[src/rtl/frame_sync_lock.sv]
// Frame-alignment FSM after the 1011 marker detector: hunts, verifies, locks and flywheels on markers.
// Optional SYNC_STATS_EN adds an 8-bit saturating sync_err counter on err_cnt.
//
// state  | meaning
// HUNT   | no alignment; waiting for any marker, pos held at 0
// VERIFY | candidate alignment; counting correctly spaced markers
// LOCK   | aligned; marker seen in the last expected slot
// COAST  | aligned but flywheeling through missed marker slots
module frame_sync_lock #(
    parameter int FRAME_LEN = 16,
    parameter int POS_W     = 5,
    parameter int VERIFY_N  = 2,
    parameter int MISS_N    = 3
) (
    input  logic             clk,
    input  logic             rst,
    input  logic             det,
    output logic             locked,
    output logic             frame_start,
    output logic [POS_W-1:0] bit_pos,
`ifdef SYNC_STATS_EN
    output logic [7:0]       err_cnt,
`endif
    output logic             sync_err
);

    typedef enum logic [1:0] {
        HUNT   = 2'd0,
        VERIFY = 2'd1,
        LOCK   = 2'd2,
        COAST  = 2'd3
    } state_t;

    state_t           state, state_nxt;
    logic [POS_W-1:0] pos, pos_nxt, pos_inc;
    logic [2:0]       vcnt, vcnt_nxt;
    logic [2:0]       miss, miss_nxt;
    logic             serr_nxt;
    logic             slot;

    assign slot    = (pos == '0);
    assign pos_inc = (pos == POS_W'(FRAME_LEN - 1)) ? '0 : pos + 1'b1;

    always_ff @(posedge clk) begin
        if (!rst) begin
            state    <= HUNT;
            pos      <= '0;
            vcnt     <= '0;
            miss     <= '0;
            sync_err <= 1'b0;
        end else begin
            state    <= state_nxt;
            pos      <= pos_nxt;
            vcnt     <= vcnt_nxt;
            miss     <= miss_nxt;
            sync_err <= serr_nxt;
        end
    end

    always_comb begin
        state_nxt = state;
        pos_nxt   = pos_inc;
        vcnt_nxt  = vcnt;
        miss_nxt  = miss;
        serr_nxt  = 1'b0;
        case (state)
            HUNT: begin
                pos_nxt = '0;
                if (det) begin
                    // the det cycle itself is position 0
                    state_nxt = VERIFY;
                    pos_nxt   = POS_W'(1);
                    vcnt_nxt  = '0;
                end
            end
            VERIFY: begin
                if (slot) begin
                    if (!det) begin
                        state_nxt = HUNT;
                        pos_nxt   = '0;
                    end else if (vcnt == 3'(VERIFY_N - 1)) begin
                        state_nxt = LOCK;
                        miss_nxt  = '0;
                    end else begin
                        vcnt_nxt = vcnt + 3'd1;
                    end
                end
            end
            LOCK: begin
                if (slot && !det) begin
                    serr_nxt = 1'b1;
                    if (MISS_N == 1) begin
                        state_nxt = HUNT;
                        pos_nxt   = '0;
                    end else begin
                        state_nxt = COAST;
                        miss_nxt  = 3'd1;
                    end
                end
            end
            COAST: begin
                if (slot) begin
                    if (det) begin
                        state_nxt = LOCK;
                        miss_nxt  = '0;
                    end else if (miss == 3'(MISS_N - 1)) begin
                        state_nxt = HUNT;
                        pos_nxt   = '0;
                        serr_nxt  = 1'b1;
                    end else begin
                        miss_nxt = miss + 3'd1;
                        serr_nxt = 1'b1;
                    end
                end
            end
            default: begin
                state_nxt = HUNT;
                pos_nxt   = '0;
            end
        endcase
    end

    assign locked      = (state == LOCK) || (state == COAST);
    assign frame_start = locked && slot;
    assign bit_pos     = pos;

`ifdef SYNC_STATS_EN
    // counts pulses as they are issued, so err_cnt moves in step with sync_err
    always_ff @(posedge clk) begin
        if (!rst)
            err_cnt <= '0;
        else if (serr_nxt && (err_cnt != 8'hFF))
            err_cnt <= err_cnt + 8'd1;
    end
`endif

endmodule

[config.mk]
export PLATFORM = sky130hd
export DESIGN_NAME = frame_sync_lock
export DESIGN_NICKNAME = d
export VERILOG_FILES = /design/src/rtl/frame_sync_lock.sv
export SDC_FILE = /design/constraint.sdc
export NUM_CORES = 1
export LEC_CHECK = 0
export CORE_MARGIN = 10
export CORE_UTILIZATION = 50
export DETAILED_ROUTE_END_ITERATION = 7
export PLACE_DENSITY = 0.71
export SYNTH_ARGS = -nofsm -noshare
export SYNTH_HDL_FRONTEND = slang
export SYNTH_SLANG_ARGS = --single-unit
[constraint.sdc]
create_clock -name clk -period 2.9 [get_ports clk]
set_input_delay 0.58 -clock clk [delete_from_list [all_inputs] [get_ports clk]]
set_output_delay 0.58 -clock clk [all_outputs]
set_load 0.02 [all_outputs]
==> impl_metrics.toml <==
[run_status]
status = "finished clean"

[cells_and_area]
layout_commonest_cell = "dfxtp_1"
final_cells = 122
register_area_um2 = 280
fillers = 136
nets = 116
postLayoutCoreUtil_pct = 63.7
area_growth_pct = 17.2
drive_gt1_share_pct = 11.3
multi_input_area_um2 = 504
num_antenna_cells = 0
mostFrequentLayoutCells = "dfxtp_1, clkdlybuf4s50_1, inv_1"

[global_route]
grt_use_total_pct = 9.70
grt_pass1_vias = 665
grt-ovfl-total = 0
grt_start_max_net_pins = 14
grt_pass1_wl_um = 2800
antenna_found_initial = 0

[timing]
setup_tns_ns = 0
hold_viol = 0
setup_viol = 0
hold_ws_ns = 0.481
layout_worst_path_cycle_share_pct = 93.9
slew_violations = 0
worst_slew_pin_slew_ns = 0.522
rsz0062_at_grt = "false"
fmax_mhz = 367
fin_skew_ns = 0.00161
fin_ws_ns = 0.178
max-slew-margin-rel_pct = 65.1
fin_crit_ns = 2.72

[detailed_routing]
wl_per_cell_um = 13.4
wl_met1_um = 777
route.met3.wl_um = 99
vias = 683
drc = 0
detail-route-antenna-nets = 0
finalWirelength_um = 1630
drt_iter0_drc = 5
top_layer = "met4"
dr.pass1.iters = 2
wl_met2_um = 712
avgViaCountPerCell = 5.60

[setup_path]
start_kind = "flip-flop"
reg2reg_depth = 6
reg2reg_slack_ns = 1.07
worst-setup-path-type = "flip-flop to output port"
crit_arrival_ns = 2.14
r2r-end = "vcnt[1]$_SDFFE_PN0P_"
r2r-start = "bit_pos[0]$_SDFF_PN0_"
cp_max_fo = 9
crit_path_start = "bit_pos[0]$_SDFF_PN0_"
required_ns = 2.32
endpoint_kind = "output port"

[yosys]
synth_seq_cells = 14
syn_area_um2 = 838
synth_ff_type = "dfxtp_1"
synth.top_cell.area_share_pct = 33.4
synth.area.top_cells = "dfxtp_1, ha_1, a21oi_1"
synth_warnings = 0
synthesis.nets = 105
synthDistinctLibCells = 36
syn_inst = 96
synth.avg_cell_area_um2 = 8.73
synth_edf_count = 0
ys_seq_area_share_pct = 33.4
synth.largest_area_cell = "dfxtp_1"
async_flop_share_pct = 0

[clock_tree]
cts.sinks = 14
clkTransAtPathRegs_ns = 0.09
root_buffer = "clkbuf_4"
cts_hold_buf = 0
cts_tree = "built"
cts_made_buffers = 3
clock_path_buffers = 2
cts_resized = 0
clkLatencyLatePin_ns = 0.28
post_cts_buffers = 0
htree_levels = 1

[placed_design]
dp_hpwl_um = 1260
portBuffers = 10
routabilityCongestion = 0.850
dp_slack_ns = 0.484
dp.cells = 118

[floorplan]
fp.dieH_um = 60.9
start_util_pct = 54.4
dieArea_um2 = 3710
coreArea_um2 = 1540
ios = 11
fp-row-count = 14
die_w_um = 60.9

[power]
p_per_area_nw_per_um2 = 432
p_leak_nw = 0.371
max-vdd-ir-drop_mv = 0.309

[min_path]
min_path_cells = 2
min_from = "miss[1]$_SDFFE_PN0P_"
whs_endpoint = "miss[1]$_SDFFE_PN0P_"
hold_path.class = "flip-flop to flip-flop"

[run]
maxCapViolations = 0
[state kept, by name, summed over array words and instances (netlist names), named ones only]
register and flops:
bit_pos 5, miss 3, vcnt 3, state 1, sync_err 1
[cell families (layout without fill, tap and decap cells)]
| group | after synthesis | count (layout) | synth area share [%] |
|---|---|---|---|
| fa+ha+maj | 6 | 6 | 8.95 |
| flops | 14 | 14 | 33.4 |
| xor+xnor | 2 | 2 | 2.09 |
| buf+inv | 14 | 24 | 6.42 |
| compound gates | 24 | 24 | 20.9 |
| simple gates | 36 | 36 | 28.2 |
[area by class of cell]
class                           count  area share, %
Tap cell                           16           2.04
Sequential cell                    14           28.5
Multi-Input combinational cell     68           51.3
Inverter                            9           3.44
Timing Repair Buffer               11           11.0
Clock buffer                        4           3.69
[critical path, cell delays in order, from the launching register on]
cell and delay, ns:
dfxtp_1 0.36, inv_1 0.09, ha_1 0.14, nor4b_4 0.45
and2_2 0.23, clkdlybuf4s50_1 0.60
[report_power, final]
| group | total, mW | internal, mW | switching, mW | leakage [nW] |
|---|---|---|---|---|
| combinational | 0.0718 | 0.0348 | 0.0370 | 0.237 |
| sequential | 0.209 | 0.199 | 0.0100 | 0.114 |
| clock | 0.144 | 0.0764 | 0.0675 | 0.0210 |
| total | 0.424 | 0.310 | 0.115 | 0.371 |
[per-layer routing]
| layer | global-route usage, % | vias to the layer above |
|---|---|---|
| li1 | - | 364 |
| met4 | 5.64 | 0 |
| met3 | 2.92 | 6 |
| met2 | 15.3 | 11 |
| met5 | 0 | - |
| met1 | 11.3 | 302 |
[worst max-delay path by stage]
stage,endpoint,depth (start not counted)
after floorplan,frame_start,4
after global routing,frame_start,5
after detailed placement,frame_start,5
after global placement,frame_start,5
after CTS,frame_start,5
final,frame_start,5
[stage by stage]
step	instance area [um^2]	total power, mW
3_5_place_dp	946	0.285
2_1_floorplan	838	0.267
6_report	982	0.424
5_1_grt	982	0.444
4_1_cts	982	0.428
3_3_place_gp	946	0.285
[cells in the mapped netlist (all sizes together) (2+ instances only)]
cell type	instances
dfxtp	14
inv	9
a21oi	8
ha	6
nand2	6
o21ai	6
clkbuf	4
nand3	4
nor2	4
nor2b	3
nor3b	3
a21bo	2
and2	2
nand2b	2
o31ai	2
No activity file was read; power rests on OpenSTA's default activity.
